==> config.mk <==
export PLATFORM = sky130hd
export DESIGN_NAME = rom_seq_reader
export DESIGN_NICKNAME = d
export VERILOG_FILES = /design/src/rtl/rom_seq_reader_pkg.sv /design/src/rtl/rom_seq_reader.sv
export SDC_FILE = /design/constraint.sdc
export NUM_CORES = 1
export LEC_CHECK = 0
export ABC_CLOCK_PERIOD_IN_PS = 2000
export CORE_AREA = 4 4 59 61
export DETAILED_ROUTE_END_ITERATION = 8
export DIE_AREA = 0 0 63 65
export PLACE_DENSITY_LB_ADDON = 0.1
export SLEW_MARGIN = 20
export SYNTH_ARGS = -nofsm -noshare
export SYNTH_HDL_FRONTEND = slang
export SYNTH_SLANG_ARGS = --single-unit
==> constraint.sdc <==
create_clock -name clk -period 2 [get_ports clk]
set_clock_uncertainty 0.05 [all_clocks]
set_input_delay 0.4 -clock clk [delete_from_list [all_inputs] [get_ports clk]]
set_output_delay 0.4 -clock clk [all_outputs]
set_load 0.02 [all_outputs]
==> src/rtl/rom_seq_reader_pkg.sv <==
// -----------------------------------------------------------------------------
// rom_seq_reader_pkg
// Shared definitions for the ROM address sequencer and the 8x4 ROM beside it.
//   DEF_ADDR_W / DEF_DATA_W : default ROM geometry (8 words of 4 bits)
//   state_t                 : controller state encoding
// -----------------------------------------------------------------------------
package rom_seq_reader_pkg;

    localparam int DEF_ADDR_W = 3;
    localparam int DEF_DATA_W = 4;

    typedef enum logic [1:0] {
        ST_IDLE = 2'd0,
        ST_READ = 2'd1,
        ST_DONE = 2'd2
    } state_t;

endpackage

==> src/rtl/rom_seq_reader.sv <==
// -----------------------------------------------------------------------------
// rom_seq_reader
// Walks an inclusive (wrapping) ROM address range, one address per cycle,
// forwarding each word with its address tag and keeping a running sum.
//
// Ports
//   clk, rst              : clock, synchronous active-high reset
//   start                 : scan request, only honoured in IDLE
//   first_addr, last_addr : inclusive scan range, latched on accepted start
//   rom_addr / rom_data   : ROM read port (ROM is combinational)
//   data_out, data_addr   : captured word and the address it came from
//   data_valid            : one strobe per captured word
//   sum                   : running sum of the current scan's words
//   busy                  : high in READ and DONE
//   done                  : pulse coinciding with the final word
//
// state   | meaning
// --------+-----------------------------------------------------------
// IDLE    | waiting for start; outputs hold the previous scan result
// READ    | rom_addr presented, word captured every cycle
// DONE    | final word is on data_out; single cycle, then back to IDLE
// -----------------------------------------------------------------------------
module rom_seq_reader
    import rom_seq_reader_pkg::*;
#(
    parameter int ADDR_W = DEF_ADDR_W,
    parameter int DATA_W = DEF_DATA_W,
    parameter int SUM_W  = ADDR_W + DATA_W
) (
    input  logic              clk,
    input  logic              rst,
    input  logic              start,
    input  logic [ADDR_W-1:0] first_addr,
    input  logic [ADDR_W-1:0] last_addr,
    output logic [ADDR_W-1:0] rom_addr,
    input  logic [DATA_W-1:0] rom_data,
    output logic [DATA_W-1:0] data_out,
    output logic [ADDR_W-1:0] data_addr,
    output logic              data_valid,
    output logic [SUM_W-1:0]  sum,
    output logic              busy,
    output logic              done
);

    state_t            state;
    logic [ADDR_W-1:0] last_q;

    always_ff @(posedge clk) begin
        if (rst) begin
            state      <= ST_IDLE;
            last_q     <= '0;
            rom_addr   <= '0;
            data_out   <= '0;
            data_addr  <= '0;
            data_valid <= 1'b0;
            sum        <= '0;
            busy       <= 1'b0;
            done       <= 1'b0;
        end else begin
            data_valid <= 1'b0;
            done       <= 1'b0;
            case (state)
                ST_IDLE: begin
                    if (start) begin
                        last_q   <= last_addr;
                        rom_addr <= first_addr;
                        sum      <= '0;
                        busy     <= 1'b1;
                        state    <= ST_READ;
                    end
                end
                ST_READ: begin
                    data_out   <= rom_data;
                    data_addr  <= rom_addr;
                    data_valid <= 1'b1;
                    sum        <= sum + SUM_W'(rom_data);
                    if (rom_addr == last_q) begin
                        done  <= 1'b1;
                        state <= ST_DONE;
                    end else begin
                        // Natural ADDR_W-bit overflow gives the 7 -> 0 wrap.
                        rom_addr <= rom_addr + ADDR_W'(1);
                    end
                end
                ST_DONE: begin
                    busy  <= 1'b0;
                    state <= ST_IDLE;
                end
                default: begin
                    busy  <= 1'b0;
                    state <= ST_IDLE;
                end
            endcase
        end
    end

endmodule

; ---- Word level (Yosys, flattened, before mapping)
; Cells that the tools add are included.
[word_totals]
reg_bits = 25
latchBits = 0
mem_bits_rw = 0
mem_bits_ro = 0
in_bits = 13
output_inout_bits = 20
elab_cells = 37
memories = 0
[classes]
addsub = 2
n_mul = 0
div_mod_pow = 0
n_lt_le_gt_ge = 0
n_eq_ne = 5
shifts = 0
mux = 12
bitwise_logic = 1
reduce_logical = 8
[op_table]
columns = op, count
row1 = 7-bit one-hot mux with 2 select lines, 1
row2 = 2-bit AND reduction, 4
row3 = 7-bit by 4-bit adder with 7-bit output, 1
row4 = 7-bit two-way mux, 1
row5 = 3-bit two-way mux, 2
row6 = 2-bit != test (second input constant), 3
row7 = 3-bit one-hot mux with 2 select lines, 1
row8 = 2-bit two-way mux, 2
row9 = 2-bit one-hot mux with 2 select lines, 1
row10 = 3-bit by 1-bit adder with 3-bit output (second input constant), 1
row11 = 3-bit == test, 1
row12 = 1-bit two-way mux, 3
row13 = 3-bit AND reduction, 1
row14 = 2-bit by 1-bit == test with 1-bit output (second input constant), 1
row15 = 2-bit logical NOT, 1
row16 = 1-bit one-hot mux with 2 select lines, 1
row17 = 2-bit nonzero test, 1
row18 = 2-bit OR reduction, 1
row19 = 1-bit inverter, 1

; ---- Longest topological paths before layout
[logic_depth]
ltp_word = 3
ltp_mapped = 6
mapped_depth_nobuf = 6

; ---- Worst setup path after synthesis
; No wires, ideal clock.
[synth_timing]
kind = input to register
startpoint = input rom_data[0]
endpoint = register sum[6]
setup_ns = 0.132
arrival_ns = 1.560
required_ns = 1.818
path_slack_ns = 0.258
stages = 6
path_buffers = 0
cell_sequence = ha_1 fa_1 a21o_1 a21oi_1 or3_1 a21oi_1
[synth_via]
elab_chain_len = 2
[synth_lines]
columns = element, line
row1 = start: declaration, rom_seq_reader.sv:36  ; input logic [DATA_W-1:0] rom_data,
row2 = 7-bit by 4-bit adder with 7-bit output, rom_seq_reader.sv:76  ; sum <= sum + SUM_W'(rom_data);
row3 = 7-bit one-hot mux with 2 select lines, rom_seq_reader.sv:62  ; case (state)
row4 = end signal: assignment, rom_seq_reader.sv:76
row5 = end: declaration, rom_seq_reader.sv:40  ; output logic [SUM_W-1:0] sum,
; Every way passes these cells.
; A chain may end at the register's enable or synchronous reset.

; ---- Final worst setup path
[layout_timing]
startpoint = register rom_addr[1]
endpoint = output rom_addr[1]
[layout_rtl]
columns = element, line
row1 = start: declaration, rom_seq_reader.sv:35  ; output logic [ADDR_W-1:0] rom_addr,
row2 = start signal: assignment, rom_seq_reader.sv:66  ; rom_addr <= first_addr;
row3 = start signal: assignment, rom_seq_reader.sv:82  ; rom_addr <= rom_addr + ADDR_W'(1);
; No word-level cell between the ends.

==> results.md <==
- Die X: 63 µm
- Die height: 65 µm
- Total Routed Length: 2.68 mm
- Final Max Slew Viols: 0
- Total cell area at the placement stage: 1560 µm²
- Number of DRC violations after detailed routing: 0
- Number of flops mapped to enable cells by yosys: 0
- Portion of the post-synthesis area used by sequential elements: 0.440
- Number of antenna repair diodes: 0
- Cell taking the most area after synthesis: sky130_fd_sc_hd__dfxtp_1
- Post-synth top area share: 0.440
- Clock buffer count from CTS: 3
- Crit-path cells: clkdlybuf4s50_1
- Final Setup Violations: 0
- Synthesized cell area: ~1100 µm²
- DIE AREA: 4100 µm²
- Layer with the highest usage: met2
- Fraction of layout instances using a drive strength above 1: 0.133
- Path type of the worst min-delay path: flop to flop
- Arrival time of data at the critical path endpoint: 1.47 ns
- Largest vdd supply drop: 0.000351 V
- Worst-Skew Late Latency: ~0.32 ns
- Post-Syn Area per Cell: between 9 and 10 µm²
- Actual transition at the worst max-transition pin: 0.507 ns
- Finished layout cell area: ~1600 µm²
- Power density over the cells: 751 nW/µm²
- Number of storage elements in the synthesis netlist: 25
- Sort of element at the end of the critical path: output pin
- Clock tree from TritonCTS: built
- Root Buffer: sky130_fd_sc_hd__clkbuf_4
- Slowest cell on the critical path: sky130_fd_sc_hd__clkdlybuf4s50_1
- Top-level port count: 33
- Non-filler cells, final: 199
- Starting DRT DRC Count: 35
- Number of global-route vias before repair: 1,035
- Highest Clock Rate: 520 MHz
- Run status: finished clean
- Cells after Synth: 125
- Maximum number of pins on one net before global-route repair: 22
- Post-Synthesis Net Count: around 140
- Via-per-instance ratio: 5.19
- Number of fill cells: roughly 300
- WP buf/inv: 1
- Cell Count Post-Placement: 195
- Most used DFF post-synth: sky130_fd_sc_hd__dfxtp_1
- Share of flip-flops with an asynchronous set or reset: 0
- Starting utilization of the core area: 0.382
- Maxcap violations: 0
- First-pass GRT wire length: 4.55 mm
- Distinct cell type count of the synthesized netlist: 30
- Required time of the worst setup path: 1.55 ns
- Router iterations before antenna repair: 4
- Type of element launching the critical path: flop
- Clk pin slew, worst setup/hold paths: 0.13 ns
- Quantity of I/O buffers inserted on ports: 32
- Clock tree buffer depth: 2
- Setup repair after global routing missed its margin: no
- CTS H-tree lvls: 1
- Power after layout: approximately 1200 µW
- Hold buffer count at CTS: 0
- Clock Sinks: 25
- Residual antenna-violating net count after detailed routing: 0
- Number of resized instances in the post-cts repair step: 0
- Peak fanout along the critical path: 5
- Top cells by area in the synthesized netlist: sky130_fd_sc_hd__dfxtp_1, sky130_fd_sc_hd__a21oi_1, sky130_fd_sc_hd__nand2_1
- Met2 track utilization from global routing: 0.257
- Utilization of the core after routing: 0.533
- Number of endpoints with negative hold slack in the final report: 0
- Remaining global-route overflow: 0
- Global routing usage on met3: 0.0347
- Category of the critical setup timing path: flop to output pin
- Final routed wire length divided by cell count: 13.5 µm
- Final worst-path cycle share: 0.962
- Synth-to-layout area growth: 39.6%
- Leak pwr: 0.000608 µW
- Tightest slew margin relative to the limit: 0.662
- Total GRT Usage: 0.140
- Highest cell delay on the worst timing path: 0.66 ns
- Fin nets: roughly 190
- Cell family with the largest share of critical-path delay: buffers and inverters
- GR met1 Demand/Resource: 0.156
- DP Wirelength: between 2 and 2.5 mm
- Core area: just under 3000 µm²
- Global placement routability congestion: 0.753
- Buffer count from post-CTS setup fixing: 0
- Number of antenna violations at the first check in global routing: 0
- Row cnt: 20
- Yosys warns: 0
- Via total after detailed routing: between 1,000 and 1,500
- Final critical delay including setup and external delays: 1.92 ns
-- stage by stage --
step	TNS (ns)	worst slack, ns	hold WS (ns)
floorplan	0	0.258	0.401
global placement	-0.661	-0.272	0.392
detailed placement	-0.757	-0.304	0.401
CTS	0	0.0269	0.420
global route	0	0.00792	0.444
finish	0	0.0770	0.414
-- metal layers --
layer  vias up  share of wire  wire [µm]
li1        522              -          -
met1       484           0.44       1190
met2        24           0.50       1340
met3         2          0.052        139
met4         0         0.0056         15
met5         -              0          0
-- sequential cells by signal (all words and copies together), names as in the netlist --
signal      cells
sum             7
data_out        4
data_addr       3
last_q          3
rom_addr        3
state           2
busy            1
data_valid      1
done            1
-- worst min-delay path, cell delays in order, from the launching register on --
cell                      delay (ns)
sky130_fd_sc_hd__dfxtp_1        0.33
sky130_fd_sc_hd__nand2_1        0.05
sky130_fd_sc_hd__a21oi_1        0.05
-- cell usage after synthesis, types with 2 or more instances --
master / count
sky130_fd_sc_hd__a21o_1: 3
sky130_fd_sc_hd__a21oi_1: 23
sky130_fd_sc_hd__buf_2: 2
sky130_fd_sc_hd__clkbuf_1: 3
sky130_fd_sc_hd__dfxtp_1: 25
sky130_fd_sc_hd__ha_1: 5
sky130_fd_sc_hd__nand2_1: 26
sky130_fd_sc_hd__nand3_1: 6
sky130_fd_sc_hd__nor2_1: 2
sky130_fd_sc_hd__nor4b_1: 3
sky130_fd_sc_hd__o211ai_1: 3
sky130_fd_sc_hd__or3_1: 3
sky130_fd_sc_hd__xnor2_1: 2
sky130_fd_sc_hd__xor2_2: 3
-- cell type report --
type / count / area, µm² / share of cell area
sequential: 25 / 502 / 0.316
multi-input combinational: 93 / 612 / 0.385
inverter: 1 / 3.75 / 0.00236
timing repair buffer: 43 / 403 / 0.254
clock buffer: 4 / 26.3 / 0.0165
tap: 33 / 41.3 / 0.0260
-- layout by cell type, fill, tap and decap left out, types with 2 or more instances in the layout --
master	netlist	routed
sky130_fd_sc_hd__clkdlybuf4s50_1	0	32
sky130_fd_sc_hd__nand2_1	26	26
sky130_fd_sc_hd__dfxtp_1	25	24
sky130_fd_sc_hd__a21oi_1	23	22
sky130_fd_sc_hd__buf_4	0	11
sky130_fd_sc_hd__nand3_1	6	6
sky130_fd_sc_hd__ha_1	5	5
sky130_fd_sc_hd__xor2_2	3	3
sky130_fd_sc_hd__a21o_1	3	3
sky130_fd_sc_hd__o211ai_1	3	3
sky130_fd_sc_hd__or3_1	3	3
sky130_fd_sc_hd__nor4b_1	3	3
sky130_fd_sc_hd__clkbuf_4	0	3
sky130_fd_sc_hd__xnor2_1	2	2
sky130_fd_sc_hd__nor2_1	2	2
-- cell families (layout without fill, tap and decap cells) --
group,count (synthesis),count (layout),share of synthesized area
buffers and inverters,7,48,0.0253
AND/OR/NAND/NOR,46,46,0.193
AO/OA/AOI/OAI,35,35,0.204
adder cells (fa/ha/maj),6,6,0.0726
XOR/XNOR,6,6,0.0660
flip-flops,25,25,0.440
-- worst paths after layout --
kind	startpoint	to	slack, ns	cells after the start
setup / recovery	rom_addr[1]	rom_addr[1]	0.08	1
hold / removal	data_out[0]	data_out[0]	0.41	2
setup reg to reg	sum[0]	sum[6]	0.30	6
hold reg to reg	data_out[0]	data_out[0]	0.41	2
-- power by group --
group | total, µW | internal (µW) | switching [µW]
clock network | 233 | 78.0 | 154
logic | 377 | 182 | 195
registers | 583 | 541 | 41.8
No activity file was read; power rests on OpenSTA's default activity.
